File: config.mk
export PLATFORM = sky130hd
export DESIGN_NAME = spike_encoder
export DESIGN_NICKNAME = d
export VERILOG_FILES = /design/src/rtl/spike_encoder.sv
export SDC_FILE = /design/constraint.sdc
export NUM_CORES = 1
export LEC_CHECK = 0
export CORE_MARGIN = 5
export CORE_UTILIZATION = 40
export CTS_CLUSTER_DIAMETER = 120
export DETAILED_ROUTE_END_ITERATION = 12
export GPL_ROUTABILITY_DRIVEN = 0
export PLACE_DENSITY_LB_ADDON = 0.1
export SLEW_MARGIN = 20
export SYNTH_ARGS = -nofsm -noshare
export SYNTH_HDL_FRONTEND = slang
export SYNTH_SLANG_ARGS = --single-unit
File: constraint.sdc
create_clock -name clk -period 2.24 [get_ports clk]
set_clock_uncertainty 0.15 [all_clocks]
set_input_delay 0.672 -clock clk [delete_from_list [all_inputs] [get_ports clk]]
set_output_delay 0.672 -clock clk [all_outputs]
set_load 0.1 [all_outputs]
File: src/rtl/spike_encoder.sv
// Differential spike-train encoder: each accepted word becomes one fixed-shape frame.
// The frame is synchronous bursts, then one staggered pulse per channel, then a rest period.
module spike_encoder #(
  parameter int N_CH    = 2,
  parameter int N_BURST = 3,
  parameter int GAP     = 2,
  parameter int REST    = 5
) (
  input  logic            clk,
  input  logic            rst,
  input  logic [N_CH-1:0] in_data,
  input  logic            in_valid,
  output logic            in_ready,
  output logic [N_CH-1:0] p_out,
  output logic [N_CH-1:0] n_out,
  output logic            busy,
  output logic            done
);

  localparam int BC_W_RAW = $clog2(N_BURST + 1);
  localparam int BC_W     = (BC_W_RAW < 1) ? 1 : BC_W_RAW;
  localparam int CH_W_RAW = $clog2(N_CH + 1);
  localparam int CH_W     = (CH_W_RAW < 1) ? 1 : CH_W_RAW;
  localparam int TM_MAX   = (GAP > REST) ? GAP : REST;
  localparam int TM_W_RAW = $clog2(TM_MAX + 1);
  localparam int TM_W     = (TM_W_RAW < 1) ? 1 : TM_W_RAW;

  localparam logic [BC_W-1:0] BURST_LAST = BC_W'(N_BURST - 1);
  localparam logic [BC_W-1:0] BC_ONE     = BC_W'(1);
  localparam logic [CH_W-1:0] CH_LAST    = CH_W'(N_CH - 1);
  localparam logic [CH_W-1:0] CH_ONE     = CH_W'(1);
  localparam logic [TM_W-1:0] GAP_LAST   = TM_W'((GAP > 0) ? GAP - 1 : 0);
  localparam logic [TM_W-1:0] REST_LAST  = TM_W'((REST > 0) ? REST - 1 : 0);
  localparam logic [TM_W-1:0] TM_ONE     = TM_W'(1);

  typedef enum logic [2:0] {
    ST_IDLE    = 3'd0,
    ST_BURST   = 3'd1,
    ST_B_GAP   = 3'd2,
    ST_STAGGER = 3'd3,
    ST_S_GAP   = 3'd4,
    ST_REST    = 3'd5
  } state_t;

  state_t          state_r, state_s;
  logic [N_CH-1:0] data_r, data_s;
  logic [BC_W-1:0] burst_r, burst_s;
  logic [CH_W-1:0] ch_r, ch_s;
  logic [TM_W-1:0] timer_r, timer_s;
  logic            burst_exit_s;
  logic            stagger_exit_s;
  logic            accept_s;
  logic            last_s;
  logic [N_CH-1:0] ch_mask_s;
  logic [N_CH-1:0] p_s, n_s;

  assign in_ready = (state_r == ST_IDLE) && !rst;
  assign accept_s = in_valid && in_ready;

  // Next-state and counter logic; gap/rest exits are folded into two shared exit paths.
  always_comb begin
    state_s        = state_r;
    data_s         = data_r;
    burst_s        = burst_r;
    ch_s           = ch_r;
    timer_s        = timer_r;
    burst_exit_s   = 1'b0;
    stagger_exit_s = 1'b0;
    case (state_r)
      ST_IDLE: begin
        if (accept_s) begin
          state_s = ST_BURST;
          data_s  = in_data;
          burst_s = '0;
          ch_s    = '0;
          timer_s = '0;
        end else begin
          state_s = ST_IDLE;
        end
      end
      ST_BURST: begin
        if (GAP == 0) begin
          burst_exit_s = 1'b1;
        end else begin
          state_s = ST_B_GAP;
          timer_s = '0;
        end
      end
      ST_B_GAP: begin
        if (timer_r == GAP_LAST) begin
          burst_exit_s = 1'b1;
        end else begin
          timer_s = timer_r + TM_ONE;
        end
      end
      ST_STAGGER: begin
        if (GAP == 0) begin
          stagger_exit_s = 1'b1;
        end else begin
          state_s = ST_S_GAP;
          timer_s = '0;
        end
      end
      ST_S_GAP: begin
        if (timer_r == GAP_LAST) begin
          stagger_exit_s = 1'b1;
        end else begin
          timer_s = timer_r + TM_ONE;
        end
      end
      ST_REST: begin
        if (timer_r == REST_LAST) begin
          state_s = ST_IDLE;
        end else begin
          timer_s = timer_r + TM_ONE;
        end
      end
      default: begin
        state_s = ST_IDLE;
      end
    endcase

    if (burst_exit_s) begin
      if (burst_r == BURST_LAST) begin
        state_s = ST_STAGGER;
        ch_s    = '0;
      end else begin
        state_s = ST_BURST;
        burst_s = burst_r + BC_ONE;
      end
    end else begin
      burst_s = burst_s;
    end

    if (stagger_exit_s) begin
      if (ch_r != CH_LAST) begin
        state_s = ST_STAGGER;
        ch_s    = ch_r + CH_ONE;
      end else if (REST == 0) begin
        state_s = ST_IDLE;
      end else begin
        state_s = ST_REST;
        timer_s = '0;
      end
    end else begin
      ch_s = ch_s;
    end
  end

  // Output values for the cycle being entered, so the registered outputs line up with the state.
  always_comb begin
    p_s = '0;
    n_s = '0;
    for (int i = 0; i < N_CH; i++) begin
      ch_mask_s[i] = (ch_s == CH_W'(i));
    end
    case (state_s)
      ST_BURST: begin
        p_s = data_s;
        n_s = ~data_s;
      end
      ST_STAGGER: begin
        p_s = data_s & ch_mask_s;
        n_s = ~data_s & ch_mask_s;
      end
      default: begin
        p_s = '0;
        n_s = '0;
      end
    endcase
    // The last frame cycle moves earlier into S_GAP or STAGGER when REST (and GAP) are zero.
    last_s = ((state_s == ST_REST) && (timer_s == REST_LAST)) ||
             ((REST == 0) && (GAP != 0) && (state_s == ST_S_GAP) &&
              (timer_s == GAP_LAST) && (ch_s == CH_LAST)) ||
             ((REST == 0) && (GAP == 0) && (state_s == ST_STAGGER) && (ch_s == CH_LAST));
  end

  // State, counters and registered outputs; reset abandons any frame in progress.
  always_ff @(posedge clk) begin
    if (rst) begin
      state_r <= ST_IDLE;
      data_r  <= '0;
      burst_r <= '0;
      ch_r    <= '0;
      timer_r <= '0;
      p_out   <= '0;
      n_out   <= '0;
      busy    <= 1'b0;
      done    <= 1'b0;
    end else begin
      state_r <= state_s;
      data_r  <= data_s;
      burst_r <= burst_s;
      ch_r    <= ch_s;
      timer_r <= timer_s;
      p_out   <= p_s;
      n_out   <= n_s;
      busy    <= (state_s != ST_IDLE);
      done    <= last_s;
    end
  end

endmodule

; Word level (Yosys, flattened, before mapping)
; Cells that the tools add are included.
[totals]
mem_count = 0
latchBits = 0
ff_bits = 18
mem_bits_ro = 0
ramBits = 0
[op_classes]
div_mod_pow = 0
n_mux = 30
bitwise_logic = 3
n_addsub = 3
n_reduce_logical = 9
multipliers = 0
n_eq_ne = 14
n_lt_le_gt_ge = 0
shifts = 0
[op_table]
columns = cell, count
row1 = $mux 3, 9
row2 = $mux 2, 13
row3 = $eq 3x3->1 const B, 5
row4 = $pmux 3 s5, 1
row5 = $pmux 3 s4, 1
row6 = $eq 3x1->1 const B, 3
row7 = $eq 3x2->1 const B, 3
row8 = $pmux 2 s2, 2
row9 = $add 2x1->2 const B, 2
row10 = $and 2x2->2, 2
row11 = $mux 1, 4
row12 = $reduce_or 2->1, 2
row13 = $add 3x1->3 const B, 1
row14 = $logic_and 1x1->1, 3
row15 = $logic_not 3->1, 1
row16 = $reduce_bool 3->1, 1
row17 = $eq 2x1->1 const B, 1
row18 = $eq 2x2->1 const B, 1
row19 = $logic_not 2->1, 1
row20 = $ne 2x1->1 const B, 1
row21 = $not 2->2, 1
row22 = $logic_not 1->1, 1

; Longest topological paths before layout
; Gate-level depths: netlist of run 1.
[depth]
ltp_word = 12
depth_mapped = 7
depth_no_buf = 7

; Least setup slack after synthesis of run 1
; Ideal clock, no wire load.
[synth_path]
path_type = input port to flip-flop
from = in rst
to = reg done
t_required_ns = 1.978
path_buffers = 0
path_slack_ns = -1.396
arrival_ns = 3.374
cell_stages = 5
setup_ns = 0.112
path_cell_list = nor4_2 > nand2_1 > nand2_1 > a31oi_1 > a2111oi_1
[synth_via]
elab_chain_cells = 9
elab_cells_between_ends = 14
classes_between = eq/ne: 2 / mux: 8 / reduce/logical: 4
[synth_lines]
columns = item, line_no
row1 = start: declaration, 10  ; input logic rst,
row2 = $logic_not 1->1, 57  ; assign in_ready = (state_r == ST_IDLE) && !rst;
row3 = $logic_and 1x1->1, 57
row4 = $logic_and 1x1->1, 58  ; assign accept_s = in_valid && in_ready;
row5 = $mux 1 / $mux 3 (equally long branches), 71  ; if (accept_s) begin
row6 = $pmux 3 s5 / $pmux 3 s4 (equally long branches), 69  ; case (state_r)
row7 = $mux 3 (on tied branches), "123, 136"
row8 = $mux 3, 135  ; if (stagger_exit_s) begin
row9 = $eq 3x3->1, 172  ; last_s = ((state_s == ST_REST) && (timer_s == REST_LAST)) ||
row10 = $logic_and 1x1->1, 172
row11 = end signal: assignment, 199  ; done <= last_s;
row12 = end: declaration, 17  ; output logic done
; Several ways; a longest one is shown, not always the timed one.
; A chain may end at the register's enable or synchronous reset.

; Final worst setup path of run 1
[layout_path]
from = in rst
to = out in_ready
[layout_via]
elab_chain_cells = 2
[layout_lines]
columns = item, line_no
row1 = $logic_not 1->1, 57
row2 = $logic_and 1x1->1, 57
row3 = end: declaration, 13  ; output logic in_ready,
; Every way passes these cells.

==> qor.csv, run 1 <==
metric,value,unit
cts.sinks,18,
grt_remaining_overflow,0,
ctsRootBufferMaster,clkbuf_4,
clock_latency,0.31,ns
status,"finished, final reports clean",
worst_pin_slew,0.506,ns
fin_ws,0.0168,ns
hp-class,reg2reg,
grt_antenna_before_repair,0,
path_max_fanout,4,
place_ws,-0.331,ns
critPathSlowestCell,nor4_4,
maxSlewViolCount,0,
grt_pass1_vias,889,
power-per-cell-area,530,nW/µm²
fin_nets,151,
clock.fmax,0.450,GHz
n_antenna_cell,0,
netlist_area,1030,µm²
cellInternalPower,0.504,mW
swShare,30.4,%
hold_viol_final,0,
crit_path_end_kind,output pin,
ys_seq_elements,18,
cp_slowest_stage_delay,0.37,ns
final_util,55.7,%
cp.arrival,1.40,ns
yosysWarnings,0,
synthXorXnorAreaFrac,0,%
ys_seq_area_share,35.1,%
drt-vias-per-instance,5.48,
synthArstFlopShare,0,%
max-vdd-ir-drop,364,µV
synth-edff-count,0,
synth_compound_area_share,22.0,%
synth_top_family_by_area,simple AND/OR/NAND/NOR gates,
synthAdderAreaFrac,3.66,%
synth.avg_cell_area,8.41,µm²
drtAntennaViolNets,0,
path_clk_slew,0.10,ns
first_pass_iters,4,
synth_nets,130,
fp-row-count,18,
wl_per_cell,14.0,µm
p_sw,0.221,mW
startpoint_type,input pin,
ioPinCount,12,
worstPathRequired,1.42,ns
fin_crit_sh,99.3,%
grt_start_max_net_pins,16,
grt_pass1_wl,4000,µm
max-cap-violations,0,
synthCells,122,
htree_levels,1,
dp_hpwl,1860,µm
postCtsSetupRepairBufs,0,
fp.dieArea,3680,µm²
ys_types,36,
clkPwrFrac,28.3,%
p_seq_share,47.1,%
area_growth,33.3,%
track_usage,14.6,%
io_buffers,11,
final_layout_size_suffix_gt1_share,28.2,%
layout_commonest_cell,dfxtp_1,
setup_viol,0,
core_area,2450,µm²
first_iter_violations,21,
p_leak,0.510,nW
final_cell_mix,"dfxtp_1 (15), nor2_1 (14), buf_4 (11)",
rsz0062_at_grt,false,
tritoncts,yes,
vias,943,
slew_headroom,66.2,%
die_x,60.6,µm
combinationalPowerShare,24.6,%
crit_chain,buf_2 > nor4_4 > buf_12,
cts.path.max_buffers,2,
numCtsBuffers,3,
synthMuxAreaShare,3.90,%
die_h,60.6,µm
critPathKind,in2out,
period_needed,2.22,ns
routed_wirelength,2400,µm
drc,0,
synth_simple_gate_area_share,29.3,%
synth_top_flop_cell,dfxtp_1,
hold_buffers,0,
initial_core_util,41.8,%
[per-stage QoR]
stage	instances	cell area, µm²	hold WS [ns]	total power, mW	setup TNS [ns]
4_1_cts	172	1350	0.357	0.724	0
5_1_grt	172	1370	0.397	0.760	0
2_1_floorplan	122	1050	0.316	0.458	-5.34
6_report	172	1370	0.351	0.725	0
3_5_place_dp	168	1310	0.341	0.522	-2.18
3_3_place_gp	168	1310	0.328	0.522	-1.92
[metal layers]
layer  vias to the layer above  share of wire [%]  track usage [%]
met4                         0               0.46             3.72
li1                        479                  -                -
met3                         3                4.4             4.68
met2                        19                 48             23.8
met5                         -                  0                0
met1                       442                 47             18.7
[registers in the layout (all words and copies together) (netlist names), named ones only]
register  count
burst_r       1
busy          1
ch_r          2
data_r        2
done          1
n_out         2
p_out         2
state_r       3
timer_r       3
[worst paths after layout]
path	startpoint	endpoint	slack [ns]	depth (start not counted)
worst max-delay path	rst	in_ready	0.02	3
worst min-delay path	timer_r[0]	timer_r[0]	0.35	2
worst max register to register	timer_r[1]	done	0.22	7
worst min register to register	timer_r[0]	timer_r[0]	0.35	2
[timing repair]
item,CTS,global route
cloned,0,0
endpoints found under the setup margin,1,5
pin swaps,1,2
endpoints found under the hold margin,0,0
resized for setup,4,8
[power by group through the flow]
stage	clock network (mW)	registers, mW	logic [mW]
floorplan	0	0.373	0.0851
detailed placement	0	0.348	0.174
finish	0.205	0.341	0.178
global placement	0	0.348	0.174
global route	0.227	0.343	0.190
CTS	0.208	0.341	0.175
[synthesized netlist by cell type (2+ instances only)]
cell type	count	area, µm²
inv_1	6	22.5
nand2_1	6	22.5
a21o_1	2	15.0
buf_2	2	10.0
clkbuf_1	2	7.51
buf_6	2	22.5
and2_1	2	12.5
a221o_1	2	20.0
nor2_1	14	52.6
ha_1	3	37.5
a21oi_1	4	20.0
a22oi_1	3	22.5
a31oi_1	4	25.0
nand2b_1	7	43.8
a211oi_1	5	37.5
nand3_1	5	25.0
o21ai_0	6	30.0
nor3_1	6	30.0
dfxtp_1	18	360
mux2i_1	4	40.0
nor3b_1	4	30.0
[critical path, delay by kind of cell]
kind,cells,cell delay [ns]
buf+inv,2,0.35
simple gates,1,0.37
[cell families (layout without fill, tap and decap cells)]
group / after synthesis / count (layout)
muxes: 4 / 4
adders and majority gates: 3 / 3
buffers and inverters: 12 / 32
and+or+nand+nor: 53 / 53
AOI/OAI and AO/OA: 32 / 32
DFF: 18 / 18
[cell type report]
cell class                      count  area [µm²]
Timing Repair Buffer               22         258
Clock buffer                        4        36.3
Fill cell                         226        1090
Inverter                            6        22.5
Sequential cell                    18         364
Tap cell                           30        37.5
Multi-Input combinational cell     92         649
(Power assumes the default switching activity.)
==> inputs of run 2 (changes only) <==
--- a/config.mk
+++ b/config.mk
@@ -5,7 +5,7 @@
 export SDC_FILE = /design/constraint.sdc
 export NUM_CORES = 1
 export LEC_CHECK = 0
-export CORE_MARGIN = 5
+export CORE_MARGIN = 2
 export CORE_UTILIZATION = 40
 export CTS_CLUSTER_DIAMETER = 120
 export DETAILED_ROUTE_END_ITERATION = 12
==> run 2 against run 1 <==
Compared with the run above: die area decreased by 19%; clock-buffer cell count unchanged; sequential share of layout area increased by 0.56 points; register-to-register slack about the same; setup slack improved by 0.066 ns; flip-flop and latch count unchanged; global-route usage increased by 3.3 points; critical path type is now reg2out; highest routed layer unchanged.
==> qor.csv, run 2 (synthesis gave the netlist of run 1 again) <==
metric,value,unit,change
vias,952,,+0.95%
holdPathEnd,timer_r[0],,
ioPinCount,12,,unchanged
grt_pass1_wl,3660,µm,-8.3%
fin_setup_tns,0,ns,unchanged
crit_path_end_kind,output pin,,
dr_wl_met2,1050,µm,-8.3%
hold_viol_final,0,,unchanged
grt_antenna_before_repair,0,,unchanged
rsz0062_at_grt,false,,
core_area,2450,µm²,unchanged
p_total,0.722,mW,-0.37%
setup_viol,0,,unchanged
dp_hpwl,1730,µm,-7.4%
fp.dieArea,2990,µm²,-19%
drc,0,,unchanged
path_max_fanout,17,,+13
slew_headroom,69.3,%,+3.0 points
io_buffers,11,,unchanged
wl_met3,99,µm,-6.6%
worst_pin_slew,0.458,ns,-0.0477 ns
initial_core_util,41.8,%,unchanged
clock.fmax,0.464,GHz,+3.1%
rrSetupSlack,0.21,ns,about the same
hp-start,timer_r[0],,
grt_remaining_overflow,0,,unchanged
first_iter_violations,21,,unchanged
max-cap-violations,0,,unchanged
htree_levels,1,,unchanged
cts.path.max_buffers,2,,unchanged
grt_pass1_vias,816,,-8.2%
wl_per_cell,13.9,µm,-0.50%
worstPathRequired,1.42,ns,about the same
routed_wirelength,2370,µm,-1.1%
place_ws,-0.327,ns,+0.00383 ns
r2r_cells,8,,+1
grt_start_max_net_pins,18,,+2
area_growth,31.0,%,
r2r-end,p_out[0],,
path_clk_slew,0.10,ns,about the same
fin_crit_sh,96.3,%,-3.0 points
die_x,54.6,µm,-9.9%
fin_ws,0.0832,ns,+0.0665 ns
hp-class,reg2reg,,
cts.sinks,18,,unchanged
period_needed,2.16,ns,-0.0665 ns
p_leak,0.502,nW,-1.6%
tritoncts,yes,,
first_pass_iters,4,,unchanged
critPathKind,reg2out,,
power-per-cell-area,538,nW/µm²,+1.4%
cp.arrival,1.33,ns,-0.07 ns
highest_layer,met4,,
final_cell_mix,"nor2_1 (14), dfxtp_1 (14), buf_4 (10)",,
holdWs,0.346,ns,-0.00559 ns
clock_latency,0.30,ns,about the same
maxSlewViolCount,0,,unchanged
hold_buffers,0,,unchanged
fin_nets,150,,-0.66%
wl_met1,1140,µm,+0.53%
drtAntennaViolNets,0,,unchanged
numCtsBuffers,3,,unchanged
ctsRootBufferMaster,clkbuf_4,,
final_layout_size_suffix_gt1_share,27.0,%,-1.2 points
r2r_start,timer_r[1],,
drt-vias-per-instance,5.57,,+1.5%
die_h,54.6,µm,-9.9%
max-vdd-ir-drop,441,µV,+21%
reg_top3,"state_r x3, timer_r x3",,
min_path_cells,2,,unchanged
n_antenna_cell,0,,unchanged
status,"finished, final reports clean",,
startpoint_type,flop,,
fp-row-count,18,,unchanged
track_usage,17.9,%,+3.3 points
==> run 2: changes by cell type in the layout (fill, tap and decap cells not counted), sizes merged <==
cell,change
buf,-2
clkbuf,+1
==> run 2: per-layer routing <==
metal	vias to the layer above	GRT usage, %
li1	480	-
met1	427	23.1
met2	33	27.2
met3	12	5.74
met4	0	7.92
met5	-	0
==> run 2: where the power goes <==
part / switching (mW) / internal (mW)
Combinational: 0.102 / 0.0748
Sequential: 0.0111 / 0.331
Clock: 0.105 / 0.0992
Total: 0.218 / 0.505
==> run 2: final cells by class <==
class,count,area (µm²)
Clock buffer,4,36.3
Fill cell,211,1110
Inverter,6,22.5
Multi-Input combinational cell,92,632
Sequential cell,18,365
Tap cell,30,37.5
Timing Repair Buffer,21,250
==> run 2: worst max path at each step <==
stage                     slack [ns]       end        from  depth (start not counted)
after floorplan                -0.50  n_out[1]         rst                          4
after global placement         -0.32  in_ready         rst                          3
after detailed placement       -0.33  in_ready         rst                          3
after CTS                       0.01  in_ready         rst                          3
after global routing           0.002  p_out[0]  timer_r[1]                          8
final                           0.08  in_ready  state_r[2]                          2
==> run 2: through the flow <==
stage,std cells,util (%),instance area [µm²]
after floorplan,122,-,1050
after global placement,166,52.8,1290
after detailed placement,166,52.8,1290
after CTS,171,54.5,1340
after global routing,171,54.7,1340
final,171,54.7,1340
==> run 2: timing repair <==
| item | 4_1_cts | 5_1_grt |
|---|---|---|
| gates resized for setup | 2 | 7 |
| endpoints found under the setup margin | 1 | 5 |
| setup buffers | 1 | 0 |
| pin swaps | 1 | 2 |
==> run 2: worst max-delay path: stages (launching register included) <==
cell     delay, ns
dfxtp_2       0.43
nor4_4        0.39
buf_12        0.22
==> inputs of run 3 (changes only) <==
--- a/config.mk
+++ b/config.mk
@@ -8,9 +8,11 @@
 export CORE_MARGIN = 2
 export CORE_UTILIZATION = 40
 export CTS_CLUSTER_DIAMETER = 120
+export CTS_CLUSTER_SIZE = 28
 export DETAILED_ROUTE_END_ITERATION = 12
 export GPL_ROUTABILITY_DRIVEN = 0
 export PLACE_DENSITY_LB_ADDON = 0.1
+export REMOVE_ABC_BUFFERS = 1
 export SLEW_MARGIN = 20
 export SYNTH_ARGS = -nofsm -noshare
 export SYNTH_HDL_FRONTEND = slang
==> run 3 against run 2 <==
Compared with the run above: clock power decreased by 2%; flip-flop and latch count unchanged; setup slack got worse by 0.046 ns; non-clock buffer count increased by 5; die area unchanged; fmax decreased by 2.1%; power decreased by 0.49%; via count increased by 2.6%; register-to-register slack got worse by 0.06 ns; utilization increased by 0.92 points; cell area increased by 1.7%; critical path depth increased by 2; critical path type is now in2out; critical endpoint unchanged; largest cell class unchanged; largest power group unchanged; highest routed layer unchanged.
==> qor.csv, run 3 (synthesis gave the netlist of run 1 again) <==
metric,value,unit,change
clock_latency,0.29,ns,about the same
cts.path.max_buffers,2,,unchanged
worst_pin_slew,0.489,ns,+0.0311 ns
p_leak,0.520,nW,+3.5%
hp-class,reg2reg,,
rsz0062_at_grt,true,,
grt_remaining_overflow,0,,unchanged
grt_antenna_before_repair,0,,unchanged
fp-row-count,18,,unchanged
power-per-cell-area,526,nW/µm²,-2.1%
r2r-end,done,,
tritoncts,yes,,
drt-vias-per-instance,5.55,,-0.29%
hold_viol_final,0,,unchanged
slew_headroom,67.2,%,-2.1 points
ioPinCount,12,,unchanged
hold_buffers,0,,unchanged
die_h,54.6,µm,unchanged
grt_start_max_net_pins,12,,-6
r2r_start,timer_r[1],,
grt_pass1_vias,897,,+9.9%
max-vdd-ir-drop,435,µV,-1.4%
clock.fmax,0.454,GHz,-2.1%
crit_path_end_kind,output pin,,
vias,977,,+2.6%
critPathKind,in2out,,
cp.arrival,1.38,ns,+0.05 ns
fp.dieArea,2990,µm²,unchanged
setup_viol,0,,unchanged
path_max_fanout,4,,-13
worstPathRequired,1.42,ns,about the same
initial_core_util,41.8,%,unchanged
io_buffers,11,,unchanged
startpoint_type,input pin,,
maxSlewViolCount,0,,unchanged
period_needed,2.20,ns,+0.0465 ns
core_area,2450,µm²,unchanged
track_usage,18.0,%,+0.10 points
fin_crit_sh,98.4,%,+2.1 points
layout_commonest_cell,dfxtp_1,,
rrSetupSlack,0.15,ns,-0.06 ns
fin_nets,155,,+3.3%
holdWs,0.355,ns,+0.00920 ns
final_layout_size_suffix_gt1_share,25.3,%,-1.6 points
path_clk_slew,0.10,ns,about the same
cts.sinks,18,,unchanged
htree_levels,1,,unchanged
drc,0,,unchanged
die_x,54.6,µm,unchanged
first_iter_violations,26,,+24%
area_growth,33.2,%,
final_cell_mix,"dfxtp_1 (16), buf_4 (15), nor2_1 (14)",,
wl_per_cell,13.3,µm,-4.3%
status,"finished, final reports clean",,
critPathCapture,in_ready,,
reg_top3,"state_r x3, timer_r x3",,
drtAntennaViolNets,0,,unchanged
dpl_cell_area,1310,µm²,+1.1%
routed_wirelength,2340,µm,-1.5%
r2r_cells,7,,-1
first_pass_iters,6,,+2
numCtsBuffers,3,,unchanged
ctsRootBufferMaster,clkbuf_4,,
grt_pass1_wl,3910,µm,+6.8%
crit_start,rst,,
dp_hpwl,1840,µm,+6.8%
final_design_area_no_fill,1370,µm²,+1.7%
n_antenna_cell,0,,unchanged
max-cap-violations,0,,unchanged
## run 3: cell count changes in the layout (fill, tap and decap cells not counted), sizes merged
cell / change
clkbuf: -1
buf: +6
## run 3: final cells by class
type,instances,area (µm²)
tap,30,37.5
multi-input combinational,92,617
clock buffer,4,36.3
inverter,6,22.5
sequential,18,365
timing repair buffer,26,288
fill,228,1090
## run 3: metal layers
metal  GRT usage (%)  vias up  share of wire [%]
li1                -      490                  -
met1            24.3      456                 45
met2            28.2       29                 48
met3            4.64        2                5.7
met4            5.00        0               0.81
met5               0        -                  0
## run 3: worst min-delay path by stage
| stage | depth (start not counted) | end | startpoint |
|---|---|---|---|
| floorplan | 2 | burst_r[1] | burst_r[1] |
| global placement | 2 | burst_r[1] | burst_r[1] |
| detailed placement | 2 | burst_r[1] | burst_r[1] |
| CTS | 2 | burst_r[1] | burst_r[1] |
| global route | 2 | burst_r[1] | burst_r[1] |
| finish | 2 | burst_r[1] | burst_r[1] |
## run 3: per-stage QoR
step                utilization, %  power [mW]  instances  setup slack, ns  TNS (ns)
finish                        55.7       0.719        176           0.0368         0
global route                  55.7       0.760        176         -0.00597  -0.00597
CTS                           55.2       0.723        176           0.0141         0
detailed placement            53.3       0.521        171           -0.323     -1.94
global placement              53.3       0.521        171           -0.269     -1.56
floorplan                        -       0.447        116            -1.40    -16.45
## run 3: where the power goes
| part | internal (mW) | switching, mW | leakage [nW] |
|---|---|---|---|
| Sequential | 0.329 | 0.0118 | 0.147 |
| Combinational | 0.0773 | 0.101 | 0.351 |
| Clock | 0.0992 | 0.100 | 0.0210 |
| Total | 0.506 | 0.213 | 0.520 |
## run 3: worst max-delay path, stage by stage
cell	delay (ns)
buf_2	0.13
nor4_4	0.24
buf_4	0.17
buf_12	0.16
## run 3: what timing repair did
action                                  4_1_cts  5_1_grt
setup buffers                                 1        0
resized for setup                             5        4
pin swaps                                     1        0
cloned                                        0        0
endpoints found under the setup margin        1        2
